`config.mk`:
```
export PLATFORM = sky130hd
export DESIGN_NAME = crc_lanes
export DESIGN_NICKNAME = d
export VERILOG_FILES = /design/src/rtl/crc_lanes.sv
export SDC_FILE = /design/constraint.sdc
export NUM_CORES = 1
export LEC_CHECK = 0
export BUFFER_PORTS_ARGS = -buffer_cell sky130_fd_sc_hd__buf_2
export CELL_PAD_IN_SITES_DETAIL_PLACEMENT = 0
export CELL_PAD_IN_SITES_GLOBAL_PLACEMENT = 1
export CORE_UTILIZATION = 41
export DETAILED_ROUTE_END_ITERATION = 7
export GPL_TIMING_DRIVEN = 0
export PLACE_DENSITY = 0.85
export RECOVER_POWER = 25
export SYNTH_ARGS = -nofsm -noshare
export SYNTH_HDL_FRONTEND = slang
export SYNTH_SLANG_ARGS = --single-unit
```
`constraint.sdc`:
```
create_clock -name iclk -period 1.7 [get_ports iclk]
set_input_delay 0.085 -clock iclk [delete_from_list [all_inputs] [get_ports iclk]]
set_output_delay 0.085 -clock iclk [all_outputs]
set_load 0.01 [all_outputs]
```
`src/rtl/crc_lanes.sv`:
```
// Multi-lane serial CRC engine: per-lane accumulate, counted MSB-first unload, zero-remainder flag.
// Optional CRC_SEED_EN: reset and clear load SEED into every lane instead of zero.
module crc_lanes #(
  parameter int unsigned      WIDTH = 7,
  parameter logic [WIDTH-1:0] POLY  = WIDTH'(7'h09),
  parameter int unsigned      LANES = 1,
  parameter logic [WIDTH-1:0] SEED  = '0
) (
  input  logic             iclk,
  input  logic             irst_n,
  input  logic             iclr,
  input  logic             ivalid,
  input  logic [LANES-1:0] idata,
  input  logic             iunload,
  output logic [LANES-1:0] ocrc,
  output logic             ocrc_valid,
  output logic             obusy,
  output logic             odone,
  output logic             ozero
);

  localparam int unsigned      CntW    = (WIDTH > 2) ? $clog2(WIDTH) : 1;
  localparam logic [CntW-1:0]  CntLast = CntW'(WIDTH - 1);

`ifdef CRC_SEED_EN
  localparam logic [WIDTH-1:0] ClrVal = SEED;
`else
  // SEED is deliberately ignored in this build.
  localparam logic [WIDTH-1:0] ClrVal = SEED & '0;
`endif

  typedef enum logic {StIdle, StUnload} state_e;

  state_e                        state_q, state_d;
  logic [LANES-1:0][WIDTH-1:0]   crc_q, crc_d;
  logic [CntW-1:0]               cnt_q, cnt_d;
  logic                          done_q, done_d;

  function automatic logic [WIDTH-1:0] crc_step(input logic [WIDTH-1:0] crc, input logic din);
    logic fb;
    fb = din ^ crc[WIDTH-1];
    return {crc[WIDTH-2:0], 1'b0} ^ (fb ? POLY : '0);
  endfunction

  always_comb begin
    state_d = state_q;
    crc_d   = crc_q;
    cnt_d   = cnt_q;
    done_d  = 1'b0;
    if (iclr) begin
      state_d = StIdle;
      crc_d   = {LANES{ClrVal}};
      cnt_d   = '0;
    end else begin
      case (state_q)
        StIdle: begin
          // Unload wins over a same-cycle data bit, which is dropped.
          if (iunload) begin
            state_d = StUnload;
            cnt_d   = CntLast;
          end else if (ivalid) begin
            for (int unsigned l = 0; l < LANES; l++) begin
              crc_d[l] = crc_step(crc_q[l], idata[l]);
            end
          end
        end
        StUnload: begin
          for (int unsigned l = 0; l < LANES; l++) begin
            crc_d[l] = {crc_q[l][WIDTH-2:0], 1'b0};
          end
          if (cnt_q == '0) begin
            state_d = StIdle;
            done_d  = 1'b1;
          end else begin
            cnt_d = cnt_q - 1'b1;
          end
        end
        default: state_d = StIdle;
      endcase
    end
  end

  always_ff @(posedge iclk or negedge irst_n) begin
    if (!irst_n) begin
      state_q <= StIdle;
      crc_q   <= {LANES{ClrVal}};
      cnt_q   <= '0;
      done_q  <= 1'b0;
    end else begin
      state_q <= state_d;
      crc_q   <= crc_d;
      cnt_q   <= cnt_d;
      done_q  <= done_d;
    end
  end

  always_comb begin
    for (int unsigned l = 0; l < LANES; l++) begin
      ocrc[l] = crc_q[l][WIDTH-1];
    end
  end

  assign ocrc_valid = (state_q == StUnload);
  assign obusy      = (state_q == StUnload);
  assign odone      = done_q;
  assign ozero      = (crc_q == '0);

endmodule
```
# Word level (Yosys, flattened, before mapping)
# Index checks and enable logic that the tools add are counted.
[op_classes] n_bitwise=3 n_eq_ne=4 n_addsub=1 div=0 muxes=16 n_reduce_logical=4 shift=0 n_lt_le_gt_ge=0 n_mul=0
[ops] op="$mux W7" count=3
[ops] op="$pmux W7 S2" count=1
[ops] op="$ne A3 B3 Y1 const B" count=4
[ops] op="$mux W3" count=3
[ops] op="$logic_not A7 Y1" count=1
[ops] op="$xor A7 B4 Y7" count=1
[ops] op="$mux W1" count=6
[ops] op="$pmux W3 S2" count=1
[ops] op="$mux W4" count=1
[ops] op="$reduce_and A2 Y1" count=2
[ops] op="$logic_not A3 Y1" count=1
[ops] op="$sub A3 B1 Y3 const B" count=1
[ops] op="$pmux W1 S2" count=1
[ops] op="$not A1 Y1" count=1
[ops] op="$xor A1 B1 Y1" count=1
[word_totals] mem_bits_ro=0 in_bits=6 ff_bits=12 ramBits=0 n_memories=0 latchBits=0 wordCells=32

# Longest topological paths before layout
# Gate-level depths: netlist (run 1).
[depth] ltp_word=7 ltp_mapped=5 ltp_nobuf=5

# Worst setup path before layout (run 1)
# Ideal clock, no wire load.
[synth_timing] path_kind="reg2reg" startpoint="register state_q (netlist: obusy)" endpoint="register crc_q[3] (netlist bit)" required_time_ps=1613 path_buffers=1 path_slack_ps=441 stages_incl_launch_ff=4 arrival_ps=1173 period_less_slack_ps=1259 setup_ps=87 path_cell_list="dfrtp_1 > buf_6 > or4b_1 > o211ai_1"
[synth_between] elab_chain_cells=3
[synth_lines] element="start: declaration" line="34" source="state_e state_q, state_d;"
[synth_lines] element="start signal: assignment" line="85" source="state_q <= StIdle;"
[synth_lines] element="start signal: assignment" line="90" source="state_q <= state_d;"
[synth_lines] element="$not A1 Y1"
[synth_lines] element="$pmux W7 S2 / $ne A3 B3 Y1 (equally long branches)"
[synth_lines] element="$mux W7 / $reduce_and A2 Y1 (equally long branches)"
[synth_lines] element="end signal: assignment" line="86" source="crc_q <= {LANES{ClrVal}};"
[synth_lines] element="end signal: assignment" line="91" source="crc_q <= crc_d;"
[synth_lines] element="end: declaration" line="35" source="logic [LANES-1:0][WIDTH-1:0] crc_q, crc_d;"
# Several ways; a longest one is shown, not always the timed one.
# A chain may end at the register's enable or synchronous reset.

# Final worst setup path (run 1)
[layout_timing] startpoint="register crc_q[3] (netlist bit)" endpoint="output port ozero"
[layout_between] elab_chain_cells=1
[layout_lines] element="$logic_not A7 Y1" line="106" source="assign ozero = (crc_q == '0);"
[layout_lines] element="end: declaration" line="19" source="output logic ozero"
# No other way between the ends.

==> results of run 1 <==
-- power by group through the flow --
stage	combinational, W	sequential (W)	clock (W)
5_1_grt	0.000170	0.000330	0.000202
6_report	0.000151	0.000327	0.000175
3_5_place_dp	0.000150	0.000333	0
4_1_cts	0.000153	0.000327	0.000179
3_3_place_gp	0.000148	0.000331	0
2_1_floorplan	0.000103	0.000330	0
-- flip-flops by register name (all words and copies together), names as in the netlist --
signal  flops
cnt_q       3
obusy       1
crc_q       7
odone       1
-- area by class of cell --
type	instances	area, sq um	area share
Sequential cell	12	300	0.392
Inverter	5	18.8	0.0245
Tap cell	16	20.0	0.0261
Timing Repair Buffer	11	58.8	0.0768
Buffer	3	26.3	0.0343
Multi-Input combinational cell	41	319	0.417
Clock buffer	3	22.5	0.0294
-- worst reg2reg max path: stages, from the launching register on --
cell	delay [ps]
dfrtp_1	440
nor3_4	340
mux2_2	390
-- kinds of logic after synthesis --
kind of cell	count (synthesis)	share of synthesized area
fa+ha+maj	2	0.0377
buf+inv	8	0.0678
xor+xnor	2	0.0264
compound gates	9	0.0810
flops	12	0.452
simple gates	22	0.234
mux	6	0.102
-- cell usage in the layout, fill, tap and decap left out, drive strengths merged --
master	count
nor4	1
o21ai	3
or4b	1
ha	2
xor2	1
and3b	1
o211ai	2
or4	1
inv	5
buf	12
dfrtp	12
xnor2	1
nor4bb	1
dlygate4sd3	1
and3	1
nor2b	6
o2111ai	1
nor2	3
a21oi	3
nand3	2
clkbuf	4
nand2b	1
mux2	6
nor3	4
-- per-layer routing --
layer / global-route usage / vias to the layer above / share of wire
met5: 0 / - / 0
met3: 0.0517 / 2 / 0.041
met4: 0.0750 / 0 / 0.012
li1: - / 245 / -
met1: 0.193 / 249 / 0.43
met2: 0.246 / 14 / 0.51
-- repair_timing --
| item | 4_1_cts | 5_1_grt |
|---|---|---|
| setup endpoints to repair | 0 | 0 |
| hold endpoints to repair | 12 | 0 |
| gates resized for setup | 0 | 0 |
| hold buffers | 1 | 0 |
-- synthesized netlist by cell type (2+ instances only) --
master	number
a21oi_1	3
buf_4	2
dfrtp_1	12
ha_1	2
inv_1	5
mux2_2	5
nand3_1	2
nor2_1	3
nor2b_1	5
nor3_1	3
o211ai_1	2
o21ai_0	3
-- final timing paths --
path | cells past startpoint | start | slack (ps) | end
worst max-delay path | 3 | crc_q[3] | 120 | ozero
worst min-delay path | 3 | iunload | 170 | cnt_q[2]
worst max register to register | 2 | obusy | 420 | crc_q[5]
worst min register to register | 1 | crc_q[4] | 540 | crc_q[4]
max in group asynchronous | 2 | irst_n | 940 | crc_q[6]
min in group asynchronous | 2 | irst_n | 350 | crc_q[3]
-- metrics by stage --
stage,cell area [sq um],power [W],instances
final,766,0.000653,91
after global routing,766,0.000701,91
after CTS,767,0.000659,91
after detailed placement,734,0.000482,87
after global placement,734,0.000479,87
after floorplan,664,0.000433,61
==> results.sh, run 1 <==
export IMPL_outcome="finished, final reports clean"
export IMPL_path_max_fanout=3
export IMPL_dp_hpwl_um=941
export IMPL_ys_async_sr_fraction=1.00
export IMPL_firstDrtPassIters=4
export IMPL_switching_share=0.289
export IMPL_coreArea_sq_um=1510
export IMPL_grt_pass1_vias=466
export IMPL_criticalPathCategory="flip-flop to output port"
export IMPL_cts_root_buf="clkbuf_4"
export IMPL_finalCritPeriodShare=0.927
export IMPL_finalWeightedCongestion=0.760
export IMPL_synth_area_top_cells="dfrtp_1, mux2_2, nor2b_1"
export IMPL_critical_path_cell_chain="or4_1, nor4_2, buf_2"
export IMPL_row_count=14
export IMPL_postSynthCellCount=61
export IMPL_switchingPower_w=0.000188
export IMPL_clk_latency_ps=270
export IMPL_synth_top_cell_area_share=0.452
export IMPL_cts_clk_slew_worst_paths_ps=70
export IMPL_drtIter0Drc=3
export IMPL_cp_data_arrival_time_ps=1490
export IMPL_cts_tree="yes"
export IMPL_ys_warn_count=0
export IMPL_port_buffers=10
export IMPL_synth_distinct_cells=26
export IMPL_p_int_w=0.000464
export IMPL_grt_start_max_net_pins=13
export IMPL_synth_cell_area_sq_um=664
export IMPL_antenna_found_initial=0
export IMPL_dieHeight_um=42.3
export IMPL_worstMarginPinSlew_ps=636
export IMPL_power_density_nw_per_um2=852
export IMPL_clkPwrFrac=0.267
export IMPL_overflow=0
export IMPL_syn_avg_cell_area_sq_um=10.9
export IMPL_end_kind="output port"
export IMPL_leakage_nw=0.373
export IMPL_hp_class="input pin to flip-flop"
export IMPL_crit_family="simple AND/OR/NAND/NOR gates"
export IMPL_post_place_ws_ps=413
export IMPL_wl_per_cell_um=13.2
export IMPL_combPwrFrac=0.231
export IMPL_initial_core_util=0.441
export IMPL_vias=510
export IMPL_final_setup_viol_count=0
export IMPL_h_tree_depth=1
export IMPL_grt_pass1_wl_um=1990
export IMPL_fillers=137
export IMPL_skew_ps=2.20
export IMPL_cts_sinks=12
export IMPL_clockBufferDepth=2
export IMPL_synth_nets=69
export IMPL_hold_ws_ps=172
export IMPL_synthToLayoutAreaGrowth_pct=15.3
export IMPL_hold_violations=0
export IMPL_final_antenna_net_count=0
export IMPL_grt_setup_unrepaired="false"
export IMPL_drive_above_1_share=0.320
export IMPL_grt_total_usage=0.157
export IMPL_dieWidth_um=42.3
export IMPL_pwr_share_seq=0.501
export IMPL_critPathBufInv=1
export IMPL_critPathRequiredTime_ps=1620
export IMPL_layout_min_cycle_time_ps=1580
export IMPL_synth_ff_type="dfrtp_1"
export IMPL_cp_slowest_cell="or4_1"
export IMPL_cts_buffers=3
export IMPL_viasPerCell=5.60
export IMPL_num_antenna_cells=0
export IMPL_yosysTopAreaCell="dfrtp_1"
export IMPL_fmax_ghz=0.634
export IMPL_tns_ps=0
export IMPL_ys_ff_latch=12
export IMPL_drc=0
export IMPL_finalNetCount=85
export IMPL_setup_ws_ps=124
export IMPL_die_area_sq_um=1790
export IMPL_cts_setup_buffers=0
export IMPL_ys_seq_area_frac=0.452
export IMPL_crit_path_max_incr_delay_ps=520
export IMPL_timing_max_cap_violations=0
export IMPL_maxSlewViolCount=0
export IMPL_start_kind="flip-flop"
export IMPL_slew_limit_headroom=0.576
export IMPL_finish_utilization=0.508
export IMPL_synth_edf_count=0
export IMPL_drt_wl_total_um=1200
export IMPL_ios=11
export IMPL_peakVddDrop_v=0.000393
No activity file was read; power rests on OpenSTA's default activity.
==> inputs of run 2 (changes only) <==
==> constraint.sdc (replaced) <==
create_clock -name iclk -period 1.7 [get_ports iclk]
set_input_delay 0.34 -clock iclk [delete_from_list [all_inputs] [get_ports iclk]]
set_output_delay 0.34 -clock iclk [all_outputs]
set_load 0.01 [all_outputs]
==> run 2 against run 1 <==
  * Clock skew about the same
  * Worst setup slack got worse by 260 ps
  * Fmax decreased by 14%
  * Hold slack improved by 260 ps
  * The run now ends with setup timing left
  * First-iteration DRC count decreased by 67%
  * Combinational power increased by 7%
  * Largest cell class unchanged
  * Clock power about the same
  * Largest power group unchanged
  * Clock-buffer cell count unchanged
  * Cell count unchanged
  * Sequential power about the same
==> results.sh, run 2 (synthesis results as in run 1) <==
export IMPL_path_max_fanout=3
export IMPL_h_tree_depth=1
export IMPL_outcome="complete, but fails checks"
export IMPL_dieWidth_um=42.3
export IMPL_min_from="iunload"
export IMPL_critPathRequiredTime_ps=1360
export IMPL_finalWeightedCongestion=0.760
export IMPL_ios=11
export IMPL_grt_pass1_vias=466
export IMPL_final_setup_viol_count=1
export IMPL_final_cell_mix="dfrtp_1, buf_2, inv_1, nor2b_1, mux2_2"
export IMPL_maxSlewViolCount=0
export IMPL_num_antenna_cells=0
export IMPL_post_place_ws_ps=166
export IMPL_power_density_nw_per_um2=853
export IMPL_port_buffers=10
export IMPL_worstMarginPinSlew_ps=635
export IMPL_cts_clk_slew_worst_paths_ps=70
export IMPL_final_antenna_net_count=0
export IMPL_grt_setup_unrepaired="true"
export IMPL_final_common_cell="dfrtp_1"
export IMPL_grt_total_usage=0.157
export IMPL_clockBufferDepth=2
export IMPL_coreArea_sq_um=1510
export IMPL_criticalPathCategory="flip-flop to output port"
export IMPL_r2r_slack_ps=410
export IMPL_cts_tree="yes"
export IMPL_critPathBufInv=1
export IMPL_drive_above_1_share=0.333
export IMPL_wl_per_cell_um=13.2
export IMPL_antenna_found_initial=0
export IMPL_firstDrtPassIters=4
export IMPL_largest_reg_flops=7
export IMPL_critical_path_cell_chain="or4_4, nor4_4, buf_2"
export IMPL_cp_startpoint="crc_q[4]"
export IMPL_crit_path_max_incr_delay_ps=550
export IMPL_dp_hpwl_um=941
export IMPL_r2r_cells=2
export IMPL_initial_core_util=0.441
export IMPL_layout_min_cycle_time_ps=1830
export IMPL_r2r_end="crc_q[5]"
export IMPL_setup_ws_ps=-134
export IMPL_finalCritPeriodShare=1.08
export IMPL_die_area_sq_um=1790
export IMPL_drtIter0Drc=1
export IMPL_holdPathStages=3
export IMPL_end_kind="output port"
export IMPL_fmax_ghz=0.545
export IMPL_cp_slowest_cell="or4_4"
export IMPL_synthToLayoutAreaGrowth_pct=17.1
export IMPL_viasPerCell=5.49
export IMPL_regMostFlops="crc_q"
export IMPL_r2r_start="obusy"
export IMPL_finalNetCount=85
export IMPL_timing_max_cap_violations=0
export IMPL_cts_sinks=12
export IMPL_grt_pass1_wl_um=1990
export IMPL_tns_ps=-134
export IMPL_clk_latency_ps=270
export IMPL_crit_family="simple AND/OR/NAND/NOR gates"
export IMPL_drt_wl_total_um=1200
export IMPL_hp_class="input pin to flip-flop"
export IMPL_skew_ps=1.99
export IMPL_peakVddDrop_v=0.000395
export IMPL_overflow=0
export IMPL_grt_start_max_net_pins=13
export IMPL_cts_buffers=3
export IMPL_whs_endpoint="cnt_q[2]"
export IMPL_vias=500
export IMPL_drc=0
export IMPL_slew_limit_headroom=0.577
export IMPL_violations="setup timing"
export IMPL_dieHeight_um=42.3
export IMPL_leakage_nw=0.376
export IMPL_row_count=14
export IMPL_hold_violations=0
export IMPL_cts_root_buf="clkbuf_4"
export IMPL_reg_largest_list="crc_q (7), cnt_q (3)"
export IMPL_cp_data_arrival_time_ps=1490
export IMPL_start_kind="flip-flop"
==> run 2: cell types whose count changed in the layout (fill, tap and decap cells not counted) <==
cell / delta
nor4_4: +1
or4_1: -1
nor4_2: -1
or4_4: +1
==> run 2: repair_timing <==
action / 4_1_cts / 5_1_grt
buffers inserted: 0 / 0
endpoints found under the hold margin: 12 / 0
hold buffers: 1 / 0
cloned: 0 / 0
resized for setup: 0 / 2
setup endpoints to repair: 1 / 1
==> run 2: worst min-delay path, cell delays in order <==
cell     delay [ps]
buf_2           110
o21ai_0          90
a21oi_1         130
==> run 2: how the worst max path moves through the flow <==
| stage | to | slack (ps) | depth (start not counted) |
|---|---|---|---|
| 3_3_place_gp | ozero | 160 | 3 |
| 6_report | ozero | -130 | 3 |
| 3_5_place_dp | ozero | 170 | 3 |
| 5_1_grt | ozero | -230 | 3 |
| 2_1_floorplan | ozero | 240 | 2 |
| 4_1_cts | ozero | -150 | 3 |
==> run 2: layer usage <==
| metal | routed length, um | vias up | GRT usage |
|---|---|---|---|
| li1 | - | 246 | - |
| met1 | 522 | 236 | 0.193 |
| met2 | 596 | 14 | 0.246 |
| met3 | 49 | 4 | 0.0517 |
| met4 | 31 | 0 | 0.0750 |
| met5 | 0 | - | 0 |
==> run 2: report_power, final <==
part | internal [W] | switching, W | leakage, nW
Clock | 0.0000821 | 0.0000920 | 0.0138
Sequential | 0.000308 | 0.0000204 | 0.161
Combinational | 0.0000820 | 0.0000791 | 0.201
Total | 0.000472 | 0.000192 | 0.376
==> run 2: cell type report <==
cell class / count / area (sq um)
fillers: 137 / 728
multi-input cells: 41 / 332
flip-flops and latches: 12 / 300
repair buffers: 11 / 58.8
plain buffers: 3 / 26.3
clock buffers: 3 / 22.5
well taps: 16 / 20.0
inverters: 5 / 18.8
==> run 2: per-stage QoR <==
| stage | total power [W] | hold WS, ps | cells | utilization | area (sq um) |
|---|---|---|---|---|---|
| 2_1_floorplan | 0.000433 | 44.4 | 61 | - | 664 |
| 3_3_place_gp | 0.000479 | 230 | 87 | 0.488 | 734 |
| 3_5_place_dp | 0.000482 | 231 | 87 | 0.488 | 734 |
| 4_1_cts | 0.000659 | 431 | 91 | 0.509 | 767 |
| 5_1_grt | 0.000714 | 435 | 91 | 0.517 | 778 |
| 6_report | 0.000664 | 428 | 91 | 0.517 | 778 |
==> inputs of run 3 (changes only) <==
--- a/config.mk
+++ b/config.mk
@@ -10,7 +10,6 @@
 export CELL_PAD_IN_SITES_GLOBAL_PLACEMENT = 1
 export CORE_UTILIZATION = 41
 export DETAILED_ROUTE_END_ITERATION = 7
-export GPL_TIMING_DRIVEN = 0
 export PLACE_DENSITY = 0.85
 export RECOVER_POWER = 25
 export SYNTH_ARGS = -nofsm -noshare
==> run 3 against run 2 <==
  * The run still ends with setup timing left
  * Sequential power about the same
  * Sequential share of layout area is 0.69 points higher
  * Core utilization is 0.91 points lower
  * Critical path type unchanged
==> results.sh, run 3 (synthesis results as in run 1) <==
export IMPL_worstMarginPinSlew_ps=642
export IMPL_regMostFlops="crc_q"
export IMPL_num_antenna_cells=0
export IMPL_grt_total_usage=0.169
export IMPL_final_cell_mix="dfrtp_1, buf_2, inv_1, nor2b_1, mux2_2"
export IMPL_slew_limit_headroom=0.572
export IMPL_fmax_ghz=0.551
export IMPL_h_tree_depth=1
export IMPL_layout_min_cycle_time_ps=1810
export IMPL_drt_wl_total_um=1180
export IMPL_grt_setup_unrepaired="true"
export IMPL_finalCritPeriodShare=1.07
export IMPL_grt_pass1_vias=503
export IMPL_r2r_end="crc_q[6]"
export IMPL_cts_clk_slew_worst_paths_ps=80
export IMPL_violations="setup timing"
export IMPL_dieHeight_um=42.3
export IMPL_outcome="complete, but fails checks"
export IMPL_final_antenna_net_count=0
export IMPL_grt_pass1_wl_um=2260
export IMPL_cts_tree="yes"
export IMPL_fin_cells=90
export IMPL_whs_endpoint="cnt_q[2]"
export IMPL_hp_class="input pin to flip-flop"
export IMPL_crit_family="simple AND/OR/NAND/NOR gates"
export IMPL_coreArea_sq_um=1510
export IMPL_r2r_start="obusy"
export IMPL_drtIter0Drc=11
export IMPL_largest_reg_flops=7
export IMPL_overflow=0
export IMPL_min_from="iunload"
export IMPL_final_common_cell="dfrtp_1"
export IMPL_leakage_nw=0.369
export IMPL_final_setup_viol_count=1
export IMPL_grt_start_max_net_pins=16
export IMPL_setup_ws_ps=-114
export IMPL_viasPerCell=5.33
export IMPL_dp_hpwl_um=894
export IMPL_port_buffers=10
export IMPL_crit_path_max_incr_delay_ps=530
export IMPL_finalNetCount=83
export IMPL_critPathRequiredTime_ps=1360
export IMPL_holdPathStages=3
export IMPL_cts_root_buf="clkbuf_4"
export IMPL_cts_buffers=3
export IMPL_dieWidth_um=42.3
export IMPL_cts_sinks=12
export IMPL_reg_largest_list="crc_q (7), cnt_q (3)"
export IMPL_path_max_fanout=2
export IMPL_cp_data_arrival_time_ps=1470
export IMPL_power_total_w=0.000702
export IMPL_tns_ps=-114
export IMPL_r2r_slack_ps=310
export IMPL_power_density_nw_per_um2=919
export IMPL_start_kind="flip-flop"
export IMPL_skew_ps=0.560
export IMPL_clockBufferDepth=2
export IMPL_drc=0
export IMPL_critPathBufInv=1
export IMPL_initial_core_util=0.441
export IMPL_maxSlewViolCount=0
export IMPL_timing_max_cap_violations=0
export IMPL_end_kind="output port"
export IMPL_r2r_cells=2
export IMPL_hold_violations=0
export IMPL_cp_slowest_cell="or4_4"
export IMPL_finalWeightedCongestion=0.788
export IMPL_finish_utilization=0.507
export IMPL_criticalPathCategory="flip-flop to output port"
export IMPL_firstDrtPassIters=3
export IMPL_die_area_sq_um=1790
export IMPL_wl_per_cell_um=13.1
export IMPL_clk_latency_ps=270
export IMPL_drive_above_1_share=0.324
export IMPL_row_count=14
export IMPL_ios=11
export IMPL_dp_cells=84
export IMPL_synthToLayoutAreaGrowth_pct=15.1
export IMPL_antenna_found_initial=0
export IMPL_peakVddDrop_v=0.000380
export IMPL_vias=480
export IMPL_critical_path_cell_chain="or4_4, nor4_2, buf_2"
## run 3: changes by cell type in the layout (fill, tap and decap cells not counted)
cell,before,now
buf_4,2,1
buf_6,1,0
clkbuf_8,0,1
nor4_2,0,1
nor4_4,1,0
## run 3: final cells by class
| cell class | count | area [sq um] |
|---|---|---|
| inverter | 5 | 18.8 |
| fill | 141 | 742 |
| tap | 16 | 20.0 |
| clock buffer | 4 | 36.3 |
| sequential | 12 | 300 |
| multi-input combinational | 41 | 323 |
| timing repair buffer | 12 | 66.3 |
## run 3: worst max-delay path by stage
stage	depth (start not counted)	endpoint	slack [ps]	from
2_1_floorplan	2	ozero	240	crc_q[4]
3_3_place_gp	3	ozero	190	crc_q[4]
3_5_place_dp	3	ozero	150	crc_q[4]
4_1_cts	3	ozero	-130	crc_q[4]
5_1_grt	3	ozero	-210	crc_q[4]
6_report	3	ozero	-110	crc_q[4]
## run 3: repair_timing
action,in CTS,in global routing
hold buffers,1,0
endpoints found under the hold margin,12,0
gates resized for setup,1,0
buffers inserted,0,1
pin swaps,0,0
endpoints found under the setup margin,1,1
## run 3: tightest hold or removal path, cell delays in order
cell	delay, ps
buf_2	110
o21ai_0	80
a21oi_1	130
## run 3: per-stage QoR
step           hold WS [ps]  setup WS [ps]  instance area (sq um)
6_report                430           -114                    764
5_1_grt                 446           -209                    764
4_1_cts                 424           -133                    758
3_5_place_dp            233            147                    708
3_3_place_gp            234            190                    708
2_1_floorplan          44.4            237                    664
## run 3: power breakdown
| part | total, W | internal, W | switching [W] |
|---|---|---|---|
| logic | 0.000144 | 0.0000716 | 0.0000723 |
| clock network | 0.000228 | 0.000130 | 0.0000976 |
| registers | 0.000331 | 0.000308 | 0.0000227 |
| total | 0.000702 | 0.000510 | 0.000193 |
## run 3: metal layers
layer,up-vias,GRT usage,part of all wire
li1,240,-,-
met1,229,0.233,0.51
met2,9,0.249,0.44
met3,2,0.0431,0.036
met4,0,0.0750,0.016
met5,-,0,0
